**src/rtl/rx_pkt_filter_dw.sv**
```systemverilog
// rx_pkt_filter_dw: store-and-forward receive packet filter with width
// down-conversion. Whole packets are buffered, then committed or dropped at EOP.
//
// Ports:
//   clk, rst            clock, asynchronous active-high reset
//   din/_vld/_sop/_eop  input words (first byte in MSBs), no backpressure
//   din_mod, din_err    trailing invalid bytes / error, qualified by din_eop
//   dout/_vld/_sop/_eop narrower output beats, valid/ready handshake
//   dout_mod, dout_rdy  trailing invalid bytes on the eop beat / downstream ready
//   pkt_cnt, drop_cnt   saturating forwarded / dropped packet counters
module rx_pkt_filter_dw #(
    parameter int DIN_W   = 32,
    parameter int DOUT_W  = 16,
    parameter int DEPTH   = 64,
    parameter int MIN_LEN = 1,
    parameter int MAX_LEN = 1518,
    parameter int IMOD_W  = $clog2(DIN_W / 8),
    parameter int OMOD_W  = $clog2(DOUT_W / 8)
) (
    input  logic              clk,
    input  logic              rst,
    input  logic [DIN_W-1:0]  din,
    input  logic              din_vld,
    input  logic              din_sop,
    input  logic              din_eop,
    input  logic [IMOD_W-1:0] din_mod,
    input  logic              din_err,
    output logic [DOUT_W-1:0] dout,
    output logic              dout_vld,
    output logic              dout_sop,
    output logic              dout_eop,
    output logic [OMOD_W-1:0] dout_mod,
    input  logic              dout_rdy,
    output logic [15:0]       pkt_cnt,
    output logic [15:0]       drop_cnt
);

    localparam int R    = DIN_W / DOUT_W;
    localparam int BIN  = DIN_W / 8;
    localparam int BOUT = DOUT_W / 8;
    localparam int AW   = $clog2(DEPTH);
    localparam int PW   = AW + 1;
    localparam int BW   = (R > 1) ? $clog2(R) : 1;
    localparam int EW   = 1 + IMOD_W + DIN_W;

    localparam logic [0:0] S_IDLE = 1'b0;
    localparam logic [0:0] S_RECV = 1'b1;

    localparam logic [PW-1:0] DEPTH_P = PW'(DEPTH);
    localparam logic [PW-1:0] ONE_P   = PW'(1);
    localparam logic [15:0]   BIN_L   = 16'(BIN);
    localparam logic [15:0]   MIN_L   = 16'(MIN_LEN);
    localparam logic [15:0]   MAX_L   = 16'(MAX_LEN);
    localparam logic [7:0]    BIN_B   = 8'(BIN);
    localparam logic [7:0]    BOUT_B  = 8'(BOUT);
    localparam logic [7:0]    R_B     = 8'(R);

    // Entry format {eop, mod, data}
    logic [EW-1:0] mem_q [DEPTH];

    logic [0:0]        state_q, state_d;
    logic [PW-1:0]     wr_ptr_q, wr_ptr_d;
    logic [PW-1:0]     commit_q, commit_d;
    logic [PW-1:0]     rd_ptr_q, rd_ptr_d;
    logic [15:0]       len_q, len_d;
    logic              ovf_q, ovf_d;
    logic [15:0]       pkt_q, pkt_d;
    logic [15:0]       drop_q, drop_d;
    logic [BW-1:0]     beat_q, beat_d;
    logic              first_q, first_d;
    logic              vld_q, vld_d;
    logic [DOUT_W-1:0] data_q, data_d;
    logic              sop_q, sop_d;
    logic              eop_q, eop_d;
    logic [OMOD_W-1:0] mod_q, mod_d;

    // Write-side combinational terms
    logic          accept;
    logic          we;
    logic [PW-1:0] base;
    logic [PW-1:0] used;
    logic          full;
    logic [15:0]   cur_len;
    logic          cur_ovf;
    logic [16:0]   len_sum;
    logic [15:0]   nxt_len;
    logic [15:0]   fin_len;
    logic          bad;
    logic [1:0]    drop_inc;
    logic          pkt_inc;
    logic [16:0]   pkt_sum;
    logic [16:0]   drop_sum;

    // Read-side combinational terms
    logic [EW-1:0]     rd_entry;
    logic              r_eop;
    logic [IMOD_W-1:0] r_mod;
    logic [DIN_W-1:0]  r_data;
    logic [DIN_W-1:0]  r_shift;
    logic              avail;
    logic              ld;
    logic [7:0]        vbytes;
    logic [7:0]        nbeats;
    logic [7:0]        lmod;
    logic              last_beat;

    always_comb begin
        state_d  = state_q;
        wr_ptr_d = wr_ptr_q;
        commit_d = commit_q;
        len_d    = len_q;
        ovf_d    = ovf_q;
        accept   = 1'b0;
        we       = 1'b0;
        base     = wr_ptr_q;
        cur_len  = len_q;
        cur_ovf  = ovf_q;
        drop_inc = 2'd0;
        pkt_inc  = 1'b0;

        if (din_vld) begin
            if (din_sop) begin
                // A sop while receiving abandons the unfinished packet.
                if (state_q == S_RECV) begin
                    base     = commit_q;
                    drop_inc = 2'd1;
                end
                cur_len = 16'd0;
                cur_ovf = 1'b0;
                accept  = 1'b1;
            end else if (state_q == S_RECV) begin
                accept = 1'b1;
            end
        end

        // Words still being sliced out stay counted until fully emitted.
        used    = base - rd_ptr_q;
        full    = (used == DEPTH_P);
        len_sum = {1'b0, cur_len} + {1'b0, BIN_L};
        nxt_len = len_sum[16] ? 16'hFFFF : len_sum[15:0];
        fin_len = nxt_len - 16'(din_mod);
        bad     = din_err | cur_ovf | full
                | (fin_len < MIN_L) | (fin_len > MAX_L);

        if (accept) begin
            we = ~full;
            if (din_eop) begin
                state_d = S_IDLE;
                len_d   = 16'd0;
                ovf_d   = 1'b0;
                if (bad) begin
                    wr_ptr_d = commit_q;
                    drop_inc = drop_inc + 2'd1;
                end else begin
                    wr_ptr_d = base + ONE_P;
                    commit_d = base + ONE_P;
                    pkt_inc  = 1'b1;
                end
            end else begin
                state_d  = S_RECV;
                len_d    = nxt_len;
                ovf_d    = cur_ovf | full;
                wr_ptr_d = full ? base : base + ONE_P;
            end
        end

        pkt_sum  = {1'b0, pkt_q} + 17'(pkt_inc);
        drop_sum = {1'b0, drop_q} + 17'(drop_inc);
        pkt_d    = pkt_sum[16] ? 16'hFFFF : pkt_sum[15:0];
        drop_d   = drop_sum[16] ? 16'hFFFF : drop_sum[15:0];
    end

    always_ff @(posedge clk) begin
        if (we) begin
            mem_q[base[AW-1:0]] <= {din_eop, din_mod, din};
        end
    end

    always_comb begin
        rd_entry = mem_q[rd_ptr_q[AW-1:0]];
        r_eop    = rd_entry[EW-1];
        r_mod    = rd_entry[EW-2 -: IMOD_W];
        r_data   = rd_entry[DIN_W-1:0];
        r_shift  = r_data << (DOUT_W * 32'(beat_q));
        // Reads see only committed words; a same-cycle commit waits a cycle.
        avail    = (rd_ptr_q != commit_q);
        ld       = ~vld_q | dout_rdy;
        vbytes   = BIN_B - 8'(r_mod);
        nbeats   = r_eop ? (vbytes + BOUT_B - 8'd1) / BOUT_B : R_B;
        lmod     = nbeats * BOUT_B - vbytes;
        last_beat = (8'(beat_q) == nbeats - 8'd1);

        rd_ptr_d = rd_ptr_q;
        beat_d   = beat_q;
        first_d  = first_q;
        vld_d    = vld_q;
        data_d   = data_q;
        sop_d    = sop_q;
        eop_d    = eop_q;
        mod_d    = mod_q;

        if (ld) begin
            if (avail) begin
                vld_d   = 1'b1;
                data_d  = r_shift[DIN_W-1 -: DOUT_W];
                sop_d   = first_q;
                eop_d   = r_eop & last_beat;
                mod_d   = (r_eop & last_beat) ? lmod[OMOD_W-1:0] : '0;
                first_d = r_eop & last_beat;
                if (last_beat) begin
                    rd_ptr_d = rd_ptr_q + ONE_P;
                    beat_d   = '0;
                end else begin
                    beat_d = beat_q + BW'(1);
                end
            end else begin
                vld_d  = 1'b0;
                data_d = '0;
                sop_d  = 1'b0;
                eop_d  = 1'b0;
                mod_d  = '0;
            end
        end
    end

    always_ff @(posedge clk or posedge rst) begin
        if (rst) begin
            state_q  <= S_IDLE;
            wr_ptr_q <= '0;
            commit_q <= '0;
            rd_ptr_q <= '0;
            len_q    <= '0;
            ovf_q    <= 1'b0;
            pkt_q    <= '0;
            drop_q   <= '0;
            beat_q   <= '0;
            first_q  <= 1'b1;
            vld_q    <= 1'b0;
            data_q   <= '0;
            sop_q    <= 1'b0;
            eop_q    <= 1'b0;
            mod_q    <= '0;
        end else begin
            state_q  <= state_d;
            wr_ptr_q <= wr_ptr_d;
            commit_q <= commit_d;
            rd_ptr_q <= rd_ptr_d;
            len_q    <= len_d;
            ovf_q    <= ovf_d;
            pkt_q    <= pkt_d;
            drop_q   <= drop_d;
            beat_q   <= beat_d;
            first_q  <= first_d;
            vld_q    <= vld_d;
            data_q   <= data_d;
            sop_q    <= sop_d;
            eop_q    <= eop_d;
            mod_q    <= mod_d;
        end
    end

    assign dout     = data_q;
    assign dout_vld = vld_q;
    assign dout_sop = sop_q;
    assign dout_eop = eop_q;
    assign dout_mod = mod_q;
    assign pkt_cnt  = pkt_q;
    assign drop_cnt = drop_q;

endmodule
```
**config.mk**
```make
export PLATFORM = sky130hd
export DESIGN_NAME = rx_pkt_filter_dw
export DESIGN_NICKNAME = d
export VERILOG_FILES = /design/src/rtl/rx_pkt_filter_dw.sv
export SDC_FILE = /design/constraint.sdc
export NUM_CORES = 2
export LEC_CHECK = 0
export CORE_AREA = 2 2 481 483
export DETAILED_ROUTE_END_ITERATION = 12
export DIE_AREA = 0 0 483 485
export HOLD_SLACK_MARGIN = 0.03
export MAX_ROUTING_LAYER = met4
export PLACE_DENSITY_LB_ADDON = 0.2
export SLEW_MARGIN = 5
export SYNTH_ARGS = -nofsm -noshare
export SYNTH_HDL_FRONTEND = slang
export SYNTH_SLANG_ARGS = --single-unit
```
**constraint.sdc**
```tcl
create_clock -name clk -period 12.7 [get_ports clk]
set_clock_uncertainty 0.15 [all_clocks]
set_input_delay 1.905 -clock clk [delete_from_list [all_inputs] [get_ports clk]]
set_output_delay 1.905 -clock clk [all_outputs]
set_load 0.02 [all_outputs]
```
Word-level counts from Yosys, hierarchy flattened
Memories as Yosys holds them, arrays and structs flattened. Cells that the tools add are included.

Latch bits: 0. RAM bits: 2240. Output and inout bits: 52. Memories kept: 1. Flip-flop bits (word level): 93. Input port bits: 41. ROM bits: 0.

Memory list: mem_q (depth 64, width 35, rd ports 1, clocked after memory_dff 0, write ports 1, line 59) `logic [EW-1:0] mem_q [DEPTH];`.

Div/mod/pow operators: 0. Reductions and logical operators: 3. Add/subtract/negate cells: 14. Bitwise operators: 9. Order comparisons: 2. Shift-type cells: 1. Multipliers: 0. Multiplexer cells: 39. Eq/ne operators: 3.

Operators by type and width (number): 16-bit two-way mux (7); 7-bit two-way mux (7); 32-bit by 5-bit << shifter with 32-bit output (1); 1-bit two-way mux (22); 16-bit by 1-bit adder with 17-bit output (1); 16-bit by 2-bit adder with 17-bit output (1); 16-bit by 3-bit adder with 17-bit output (second input constant) (1); 16-bit by 11-bit greater-than comparator with 1-bit output (second input constant) (1); 16-bit by 1-bit less-than comparator with 1-bit output (second input constant) (1); 16-bit by 2-bit subtractor with 16-bit output (1); 7-bit by 1-bit adder with 7-bit output (second input constant) (2); 1-bit by 8-bit equality test with 1-bit output (1); 7-bit by 1-bit subtractor with 8-bit output (second input constant) (1); 7-bit equality test (second input constant) (1); 7-bit inequality test (1); 7-bit subtractor (1); 2-bit two-way mux (3); 1-bit OR (6); 5-bit by 2-bit subtractor with 6-bit output (second input constant) (1); 4-bit by 3-bit adder with 5-bit output (second input constant) (1); 2-bit AND reduction (2); 3-bit by 2-bit subtractor with 4-bit output (first input constant) (1); 3-bit AND reduction (1); 2-bit by 1-bit adder with 2-bit output (second input constant) (1); other kinds (4) (5).

Depth between registers and ports, before layout
Word-level depth: 13. Depth in mapped cells: 35.

Least setup slack after synthesis
Ideal clock, no wire load.

Path kind: in2reg. Start point: input din_sop. End point: register drop_q[10] (netlist: drop_cnt[10]). Setup time: 0.068 ns. Cell stages on the path: 35. Required time: 12.482 ns. Data arrival time: 8.028 ns. Path slack: 4.455 ns. Path through: buf_2 nand2_1 clkbuf_1 and2_1 ha_1 clkbuf_1 nand4_1 nor2_1 and3_1 clkbuf_1 a21oi_1 ha_1 fa_1 nor4b_4 nand3_2 or3_1 a21boi_0 o211a_1 nor4_4 buf_4 nand2_1 ha_1 nand3_1 o21ai_0 ha_1 inv_1 fa_1 nor2_1 and3_1 and2_1 nand4_1 nor2_1 nand3_1 clkbuf_1 nand2_1.

Longest elaborated chain between the ends: 13. Elaborated cells between the ends (all ways): 27.

Ends and longest elaborated chain: start: declaration (line 24) `input logic din_sop,`; 16-bit two-way mux (line 122) `if (din_sop) begin`; 16-bit two-way mux (line 121) `if (din_vld) begin`; 16-bit by 3-bit adder with 17-bit output (line 139) `len_sum = {1'b0, cur_len} + {1'b0, BIN_L};`; 16-bit two-way mux (line 140) `nxt_len = len_sum[16] ? 16'hFFFF : len_sum[15:0];`; 16-bit by 2-bit subtractor with 16-bit output (line 141) `fin_len = nxt_len - 16'(din_mod);`; 16-bit by 1-bit less-than comparator with 1-bit output (line 143) `| (fin_len < MIN_L) | (fin_len > MAX_L);`; 1-bit OR (2 in series) (line 143); 2-bit two-way mux (line 151) `if (bad) begin`; 2-bit two-way mux (line 147) `if (din_eop) begin`; 2-bit two-way mux * (line 145) `if (accept) begin`; 16-bit by 2-bit adder with 17-bit output * (line 168) `drop_sum = {1'b0, drop_q} + 17'(drop_inc);`; 16-bit two-way mux * (line 170) `drop_d = drop_sum[16] ? 16'hFFFF : drop_sum[15:0];`; net drop_d[10] (line 68) `logic [15:0] drop_q, drop_d;`; end signal: assignment (line 251) `drop_q <= drop_d;`; end: declaration (line 68).

Mark *: on every way through the listed nets, which the timed path passes. The rest lies on a longest branch. A chain may end at the register's enable or synchronous reset.

Worst setup path after layout
Start point: input din_sop. End point: register drop_q[6] (netlist: drop_cnt[6]).

Same word-level chain as after synthesis.

==> results.ini <==
[outcome]
status = finished clean

[clock_tree]
cts.htree.levels = 4
post_cts_buffers = 0
clock_sinks = 2333
cts-root-buf = clkbuf_16
cts.path.max_buffers = 3
path_clk_slew_ns = 0.06
clock_insertion_delay_worst_skew_ns = 0.88
cts.hold.buffers_added = 0
cts-buffers-inserted = 230
cts_tree = yes
cts.repair.resized = 0

[synth]
synthesized_nets = 4029
postSynthCellCount = 3965
postSynthRegisterBits = 2333
yosys.cell_types.count = 78
yosys_warning_count = 0
dominantRegCellSynth = edfxtp_1
synth_edf_count = 2240
post_synth.cell_area_avg_um2 = 23.0
synth.cell_area_mm2 = 0.0911
synthArstFlopShare = 0.0399
yosysSeqAreaShare = 0.764

[place]
hpwl_um = 133000
place_congestion = 0.799
port_buffers = 92

[route]
dr_wl_met3_um = 16500
route.detailed.wl_per_inst_um = 33.1
route.met2.wl_um = 117000
first_iter_violations = 5388
drt_drc_violations_left = 0
iteration_count_of_the_initial_detailed_routing_pass = 6
finalWirelength_um = 246000
uppermost_metal_layer_occupied_by_signal_nets = met4
detailroute.via_count = 43500
postRouteAntennaNets = 0
route.detailed.vias_per_inst = 5.85
detail_route.wirelength.met1_um = 106000

[worst_setup_path]
timing.rr.end = drop_cnt[6]
critical_path.most_common_cell = ha_1
timing.critical_path.required_ns = 13.33
reg2reg_slack_ns = 4.77
depth_of_the_worst_register_to_register_path = 28
critPathLaunch = din_sop
critPathCapture = drop_cnt[6]
critical_path.reg2reg.startpoint = len_q[2]
timing.critical_path.arrival_ns = 10.01
timing_worst_setup_path_type = in -> reg
critical_path.slowest_cell = clkdlybuf4s50_1
crit_path_start_kind = input port
crit_fanout = 14
crit_path_end_kind = register
timing.critical_path.slowest_cell_delay_ns = 0.71

[timing]
final_min_period_over_clock_period = 0.738
timing_worst_slew_pin_value_ns = 1.21
setup_total_negative_slack_ns = 0
rsz0062_at_grt = false
slew_viol_final = 0
setup_violations = 0
maximum_clock_frequency_mhz = 107
hold_violations = 0
maxSlewHeadroom = 0.191
post-route-min-period_ns = 9.38

[flow_run]
maxCapViolations = 0

[power]
total_leakage_power_uw = 0.0321
p_per_area_mw_per_mm2 = 200
report.power.total_uw = 20600
irDropWorstVdd_mv = 0.188

[finish]
layout-area-overhead-vs-synth_pct = 13.4
number_of_inserted_filler_cells_in_the_final_layout = 19000
layout-drive-gt1-share = 0.289
layout.nets = 4267

[worst_hold_path]
hold_path.class = reg -> reg
min_delay_path_depth = 2

[die]
dieWidth_um = 483
core-area_mm2 = 0.229
die_height_um = 485
initial_core_util = 0.398
dieArea_mm2 = 0.234
io_pins = 93
floorplan.rows = 176

[grt]
grt_overflow = 0
grt_start_max_net_pins = 112
vias_in_the_first_global_route = 43400
antenna_violations_before_repair = 21
grt_first_pass_wirelength_um = 345000
global_route.usage.total = 0.216

## metrics by stage
step	hold slack, ns	utilization	std cells	cell area [um^2]	setup slack, ns
2_1_floorplan	0.299	-	3965	91100	4.45
3_3_place_gp	0.312	0.420	6997	96200	2.52
3_5_place_dp	0.323	0.420	6997	96200	2.50
4_1_cts	0.337	0.451	7420	103000	3.40
5_1_grt	0.359	0.451	7426	103000	2.60
6_report	0.333	0.451	7426	103000	3.32
## cells by family after synthesis
group                      share of synthesized area
buffers and inverters                         0.0103
DFF                                            0.764
xor gates and xnor gates                     0.00529
AOI/OAI and AO/OA                             0.0131
muxes                                          0.184
adders and majority gates                    0.00332
and+or+nand+nor                               0.0201
## report_power, final
group | total (uW) | switching, uW | internal (uW)
clock network | 6470 | 2890 | 3570
registers | 8820 | 193 | 8630
logic | 5350 | 2830 | 2520
## metal layers
layer,track usage,vias to the layer above
li1,-,17400
met1,0.305,24100
met2,0.328,1576
met3,0.0330,358
met4,0.0604,0
met5,-,-
## flip-flops by register name, summed over array words and instances (netlist names), 7 cells and up
register	cells
dout	16
commit_q	7
len_q	16
pkt_cnt	16
drop_cnt	16
mem_q	2240
wr_ptr_q	7
rd_ptr_q	7
## worst max-delay path: cells and delay by family
kind / cells / cell delay [ns]
compound gates: 4 / 0.75
fa+ha+maj: 6 / 1.80
buf+inv: 2 / 0.77
simple gates: 18 / 4.78
## placed cells by master (no fill, tap or decap), types with 50 or more instances in the layout
| cell type | instances |
|---|---|
| dfrtp_1 | 88 |
| clkdlybuf4s50_1 | 57 |
| nor2_1 | 50 |
| clkbuf_16 | 230 |
| buf_4 | 109 |
| nand2_1 | 124 |
| clkbuf_1 | 69 |
| edfxtp_1 | 2240 |
| nor2_4 | 64 |
| clkinv_1 | 51 |
| mux4_2 | 715 |
| mux2i_1 | 51 |
## Yosys cell counts (13+ instances only)
library cell | instances | area [um^2]
buf_2 | 28 | 140
xor2_1 | 25 | 219
a31oi_1 | 13 | 81.3
edfxtp_1 | 2240 | 67300
nand2_1 | 124 | 465
mux2i_1 | 51 | 510
o21ai_0 | 36 | 180
mux4_2 | 715 | 16100
nand4_1 | 21 | 131
buf_1 | 76 | 285
dfrtp_1 | 92 | 2300
clkbuf_1 | 86 | 323
a21oi_1 | 21 | 105
inv_1 | 27 | 101
nor2_1 | 114 | 428
nand3_1 | 33 | 165
ha_1 | 21 | 263
xnor2_1 | 30 | 263
## area by class of cell
type / count / area, um^2 / area share
sequential: 2333 / 69600 / 0.674
tap: 3026 / 3790 / 0.0367
clock buffer: 302 / 6060 / 0.0587
multi-input combinational: 1404 / 21000 / 0.204
antenna: 6 / 15.0 / 0.000145
timing repair buffer: 205 / 1640 / 0.0159
clock inverter: 121 / 991 / 0.00960
inverter: 29 / 120 / 0.00116
## how the worst min path moves through the flow
| stage | start | to |
|---|---|---|
| floorplan | len_q[0] | len_q[0] |
| global placement | dout_eop | dout_eop |
| CTS | dout[8] | dout[8] |
| finish | dout[10] | dout[10] |
| detailed placement | dout[8] | dout[8] |
| global route | dout[8] | dout[8] |
No activity file was read; power rests on OpenSTA's default activity.
